$ cat src/rtl/mips_bus_pkg.sv
// Shared bus definitions for the memory-port arbiter: FSM encoding and
// owner-select values.
package mips_bus_pkg;

  typedef enum logic [1:0] {
    ST_IDLE = 2'd0,
    ST_BUSY = 2'd1,
    ST_RESP = 2'd2
  } state_t;

  localparam logic SEL_I = 1'b0;
  localparam logic SEL_D = 1'b1;

  // Wide enough for the largest allowed MAX_D_STREAK (15).
  localparam int STREAK_W = 4;

endpackage

$ cat src/rtl/mux2_1.sv
// Generic two-input multiplexer. The data path is WIDTH+1 bits wide.
module mux2_1 #(
  parameter int WIDTH = 31
) (
  input  logic [WIDTH:0] d0,
  input  logic [WIDTH:0] d1,
  input  logic           sel,
  output logic [WIDTH:0] y
);

  // Select d1 when sel is high, otherwise d0.
  assign y = sel ? d1 : d0;

endmodule

$ cat src/rtl/mem_port_arbiter.sv
// Shares one memory port between instruction fetch (I) and load/store (D).
// D has priority, but I is forced through after MAX_D_STREAK back-to-back D
// grants. A watchdog ends an access with bus_err if mem_ack never arrives.
module mem_port_arbiter
  import mips_bus_pkg::*;
#(
  parameter int AW           = 32,
  parameter int DW           = 32,
  parameter int MAX_D_STREAK = 4,
  parameter int TIMEOUT      = 64
) (
  input  logic          clk,
  input  logic          rst_n,
  input  logic          i_req,
  input  logic [AW-1:0] i_addr,
  output logic [DW-1:0] i_rdata,
  output logic          i_ack,
  input  logic          d_req,
  input  logic          d_we,
  input  logic [AW-1:0] d_addr,
  input  logic [DW-1:0] d_wdata,
  output logic [DW-1:0] d_rdata,
  output logic          d_ack,
  output logic          mem_req,
  output logic          mem_we,
  output logic [AW-1:0] mem_addr,
  output logic [DW-1:0] mem_wdata,
  input  logic [DW-1:0] mem_rdata,
  input  logic          mem_ack,
  output logic          mem_sel,
  output logic          bus_err
);

  // The watchdog counts BUSY cycles already spent; it fires on the last one.
  localparam int TW = (TIMEOUT > 1) ? $clog2(TIMEOUT) : 1;
  localparam logic [TW-1:0] TO_LAST = TW'((TIMEOUT > 0) ? TIMEOUT - 1 : 0);
  localparam logic [STREAK_W-1:0] STREAK_MAX = STREAK_W'(MAX_D_STREAK);
  localparam logic [DW-1:0] ZERO_DATA = '0;

  state_t              state, state_nxt;
  logic [STREAK_W-1:0] streak;
  logic [TW-1:0]       tcnt;
  logic                grant_d, grant_i, done_ok, done_to;
  logic [AW-1:0]       addr_nxt;
  logic [DW-1:0]       wdata_nxt;

  // Arbitration and next-state decode.
  // NOTE: every signal gets a default first so no path leaves one unassigned,
  // which would otherwise infer a latch.
  always_comb begin
    state_nxt = state;
    grant_d   = 1'b0;
    grant_i   = 1'b0;
    done_ok   = 1'b0;
    done_to   = 1'b0;
    case (state)
      ST_IDLE: begin
        if (d_req && !(i_req && streak == STREAK_MAX)) begin
          grant_d   = 1'b1;
          state_nxt = ST_BUSY;
        end else if (i_req) begin
          grant_i   = 1'b1;
          state_nxt = ST_BUSY;
        end
      end
      ST_BUSY: begin
        if (mem_ack) begin
          done_ok   = 1'b1;
          state_nxt = ST_RESP;
        end else if (TIMEOUT != 0 && tcnt == TO_LAST) begin
          done_to   = 1'b1;
          state_nxt = ST_RESP;
        end
      end
      ST_RESP: state_nxt = ST_IDLE;
      default: state_nxt = ST_IDLE;
    endcase
  end

  // Owner address / write data to be captured on a grant.
  mux2_1 #(.WIDTH(AW-1)) u_addr_mux (
    .d0  (i_addr),
    .d1  (d_addr),
    .sel (grant_d),
    .y   (addr_nxt)
  );

  mux2_1 #(.WIDTH(DW-1)) u_wdata_mux (
    .d0  (ZERO_DATA),
    .d1  (d_wdata),
    .sel (grant_d),
    .y   (wdata_nxt)
  );

  // State register.
  // NOTE: sequential state uses non-blocking assignments so every flop samples
  // pre-edge values regardless of statement order.
  always_ff @(posedge clk or negedge rst_n) begin
    if (!rst_n) state <= ST_IDLE;
    else        state <= state_nxt;
  end

  // Registered memory-port outputs, acks, read data and bus error.
  always_ff @(posedge clk or negedge rst_n) begin
    if (!rst_n) begin
      mem_req   <= 1'b0;
      mem_we    <= 1'b0;
      mem_addr  <= '0;
      mem_wdata <= '0;
      mem_sel   <= SEL_I;
      i_ack     <= 1'b0;
      d_ack     <= 1'b0;
      i_rdata   <= '0;
      d_rdata   <= '0;
      bus_err   <= 1'b0;
    end else begin
      i_ack   <= 1'b0;
      d_ack   <= 1'b0;
      bus_err <= 1'b0;
      if (grant_d || grant_i) begin
        mem_req   <= 1'b1;
        mem_sel   <= grant_d ? SEL_D : SEL_I;
        mem_we    <= grant_d & d_we;
        mem_addr  <= addr_nxt;
        mem_wdata <= wdata_nxt;
      end
      if (done_ok || done_to) begin
        mem_req <= 1'b0;
        mem_we  <= 1'b0;
        bus_err <= done_to;
        if (mem_sel == SEL_D) begin
          d_ack   <= 1'b1;
          d_rdata <= done_ok ? mem_rdata : ZERO_DATA;
        end else begin
          i_ack   <= 1'b1;
          i_rdata <= done_ok ? mem_rdata : ZERO_DATA;
        end
      end
    end
  end

  // Consecutive-D-grant counter seen by a waiting I; only moves in IDLE.
  always_ff @(posedge clk or negedge rst_n) begin
    if (!rst_n) begin
      streak <= '0;
    end else if (state == ST_IDLE) begin
      if (grant_i || !i_req)
        streak <= '0;
      else if (grant_d && streak != STREAK_MAX)
        streak <= streak + 1'b1;
    end
  end

  // Watchdog: counts cycles spent in BUSY, cleared everywhere else.
  always_ff @(posedge clk or negedge rst_n) begin
    if (!rst_n)              tcnt <= '0;
    else if (state == ST_BUSY) tcnt <= tcnt + 1'b1;
    else                     tcnt <= '0;
  end

endmodule

$ cat config.mk
export PLATFORM = sky130hd
export DESIGN_NAME = mem_port_arbiter
export DESIGN_NICKNAME = d
export VERILOG_FILES = /design/src/rtl/mips_bus_pkg.sv /design/src/rtl/mux2_1.sv /design/src/rtl/mem_port_arbiter.sv
export SDC_FILE = /design/constraint.sdc
export NUM_CORES = 1
export LEC_CHECK = 0
export CAP_MARGIN = 5
export CORE_MARGIN = 4
export CORE_UTILIZATION = 44
export CTS_CLUSTER_DIAMETER = 120
export DETAILED_ROUTE_END_ITERATION = 8
export PLACE_DENSITY = 0.88
export REMOVE_ABC_BUFFERS = 1
export SLEW_MARGIN = 5
export SYNTH_ARGS = -nofsm -noshare
export SYNTH_HDL_FRONTEND = slang
export SYNTH_SLANG_ARGS = --single-unit
$ cat constraint.sdc
create_clock -name clk -period 2.76 [get_ports clk]
set_clock_uncertainty 0.2 [all_clocks]
set_input_delay 0.69 -clock clk [delete_from_list [all_inputs] [get_ports clk]]
set_output_delay 0.69 -clock clk [all_outputs]
set_load 0.005 [all_outputs]
==> impl_metrics.csv <==
group,metric,value,unit
sta,finalCritPeriodShare,0.867,
clock_network,cts_sinks,146,
worst_setup_path,timing.rr.start,"streak[0]",
clock_network,clkLatencyLatePin,410,ps
routing,avgRoutedWirePerCell,19.4,um
floorplanning,ios,268,
worst_setup_path,worstRegToRegCells,5,
worst_setup_path,crit_buf_inv,1,
floorplanning,dieHeight,130,um
clock_network,cts_max_level,4,
worst_setup_path,crit_path_end_kind,"output pin",
logic_synthesis,synth_area_leaders,"dfrtp_1, mux2_2, a21o_1",
layout,seqCellArea,3650,sq um
routing,routed_wl,18600,um
worst_setup_path,crit_slowest_cell,"clkdlybuf4s50_1",
routing,viasPerCell,5.46,
global_route,grt_pass1_wl,29000,um
routing,dr.pass1.iters,4,
place,dp_hpwl,13500,um
layout,final_core_util,0.690,
job,cap_violations,0,
logic_synthesis,synth_edf_count,0,
floorplanning,die-area,17000,sq um
layout,fill_cells,985,
logic_synthesis,synthCells,504,
clock_network,cts_setup_buffers,0,
sta,fmax,418,MHz
sta,setup_viol,0,
global_route,grt_max_degree,53,
min_path,hp-class,"in -> async",
pwr,power_density,1090,nW/um^2
logic_synthesis,ys_seq_elements,146,
logic_synthesis,yosysWarningCount,0,
logic_synthesis,synth_ff_type,"dfrtp_1",
floorplanning,core-area,14600,sq um
layout,fin_nets,901,
routing,drc_errors,0,
routing,first_iter_violations,280,
clock_network,cts_made_buffers,17,
sta,worst_pin_slew,506,ps
worst_setup_path,path_max_fanout,5,
clock_network,cts_root_buf,"clkbuf_16",
clock_network,clockBufferDepth,2,
logic_synthesis,yosysSeqAreaShare,0.554,
sta,rsz0062_at_grt,"false",
layout,multiInputGateArea,2690,sq um
sta,slew_headroom,0.661,
global_route,grt_pass1_vias,5651,
layout,antenna_cells,0,
global_route,antenna_found_initial,0,
clock_network,clk_pin_slew,60,ps
worst_setup_path,reg2reg_to,"mem_addr[31]",
logic_synthesis,synth_top_area_cell,"dfrtp_1",
layout,area_growth,52.6,%
routing,postRouteAntennaNets,0,
sta,drv_slew,0,
worst_setup_path,path_cells,"clkdlybuf4s50_1",
sta,hold_viol,0,
floorplanning,initial_utilization,0.452,
logic_synthesis,synth_area,6600,sq um
worst_setup_path,cpPeakStageDelay,600,ps
global_route,grt.total_usage,0.218,
run_status,status,"complete, no violations",
clock_network,cts_resized,0,
floorplanning,fp-row-count,44,
worst_setup_path,startpoint_type,"flop",
layout,final_cell_mix,"clkdlybuf4s50_1, dfrtp_1, a21o_1, mux2_2",
floorplanning,die-width,130,um
sta,final.setup.tns,0,ps
logic_synthesis,ys_types,42,
pwr,p_leak,4.04,nW
global_route,overflow,0,
clock_network,hold_buffers,0,
place,finalWeightedCongestion,0.785,
layout,drive_gt1_frac,0.143,
place,numPortBuffers,267,
clock_network,cts_tree,"done",
worst_setup_path,rrSetupSlack,600,ps
worst_setup_path,crit_arrival,1500,ps
logic_synthesis,async_reset_ff_frac,1.00,
routing,vias,5247,
worst_setup_path,crit_family,"buffers and inverters",
logic_synthesis,synth_top_cell_area_share,0.554,
worst_setup_path,setup.worst_path.class,"reg -> out",
worst_setup_path,required,1870,ps
sta,fin_crit,2390,ps
logic_synthesis,avgSynthCellArea,13.1,sq um
pwr,vdd_drop_max,0.000553,V
layout,final_common_cell,"clkdlybuf4s50_1",
[metrics by stage]
step / instances / hold slack, ps / setup WS, ps / instance area (sq um) / total power, mW
global route: 961 / 35.1 / 318 / 10100 / 11.6
finish: 961 / 13.5 / 367 / 10100 / 10.9
CTS: 961 / 22.9 / 350 / 10100 / 11.1
global placement: 929 / 245 / 283 / 9450 / 8.36
detailed placement: 929 / 265 / 222 / 9450 / 8.60
floorplan: 465 / 194 / 131 / 6350 / 5.84
[final cells by class]
type / count / area share
multi-input cells: 313 / 0.268
repair buffers: 280 / 0.283
clock inverters: 13 / 0.0173
inverters: 6 / 0.00224
flip-flops and latches: 146 / 0.363
clock buffers: 19 / 0.0440
well taps: 184 / 0.0229
[power by group]
group | total [mW] | internal [mW] | switching [mW]
Sequential | 3.74 | 3.06 | 0.676
Clock | 2.39 | 1.46 | 0.924
Combinational | 4.82 | 3.11 | 1.70
Total | 10.9 | 7.64 | 3.31
[metal layers]
metal	share of wire	wire, um	global-route usage	vias up
met4	0.018	337	0.0762	0
met5	0	0	0	-
met3	0.085	1580	0.0659	24
met1	0.40	7450	0.266	2593
li1	-	-	-	2394
met2	0.50	9250	0.370	236
[cells by family (layout without fill, tap and decap cells)]
family                   after synthesis  after routing  share of synthesized area
adder cells (fa/ha/maj)                3              3                    0.00569
AND/OR/NAND/NOR                       64             64                     0.0567
AO/OA/AOI/OAI                        178            178                      0.229
flip-flops                           146            146                      0.554
XOR/XNOR                               3              3                    0.00398
buffers and inverters                 45            318                     0.0398
multiplexers                          65             65                      0.111
[how the worst max path moves through the flow]
stage	start	end	slack (ps)	cells past startpoint
6_report	mem_sel	mem_sel	370	1
2_1_floorplan	state[1]	i_rdata[0]	130	3
5_1_grt	mem_sel	mem_sel	320	1
3_5_place_dp	d_req	mem_addr[31]	220	4
4_1_cts	mem_sel	mem_sel	350	1
3_3_place_gp	d_req	mem_addr[31]	280	4
[state kept, by name (all words and copies together) (netlist names)]
name,count
i_rdata,32
mem_wdata,32
mem_req,1
tcnt,6
d_ack,1
mem_we,1
mem_addr,32
state,2
i_ack,1
d_rdata,32
bus_err,1
mem_sel,1
streak,4
[synthesized netlist by cell type, types with 8 or more instances]
library cell  instances
a21o_1               65
a22o_1               32
and2_1               32
buf_2                 9
buf_6                11
clkbuf_1             17
dfrtp_1             146
mux2_1                8
mux2_2               56
nor2_1                8
o21bai_1             32
o221a_1              30
(Power assumes the default switching activity.)
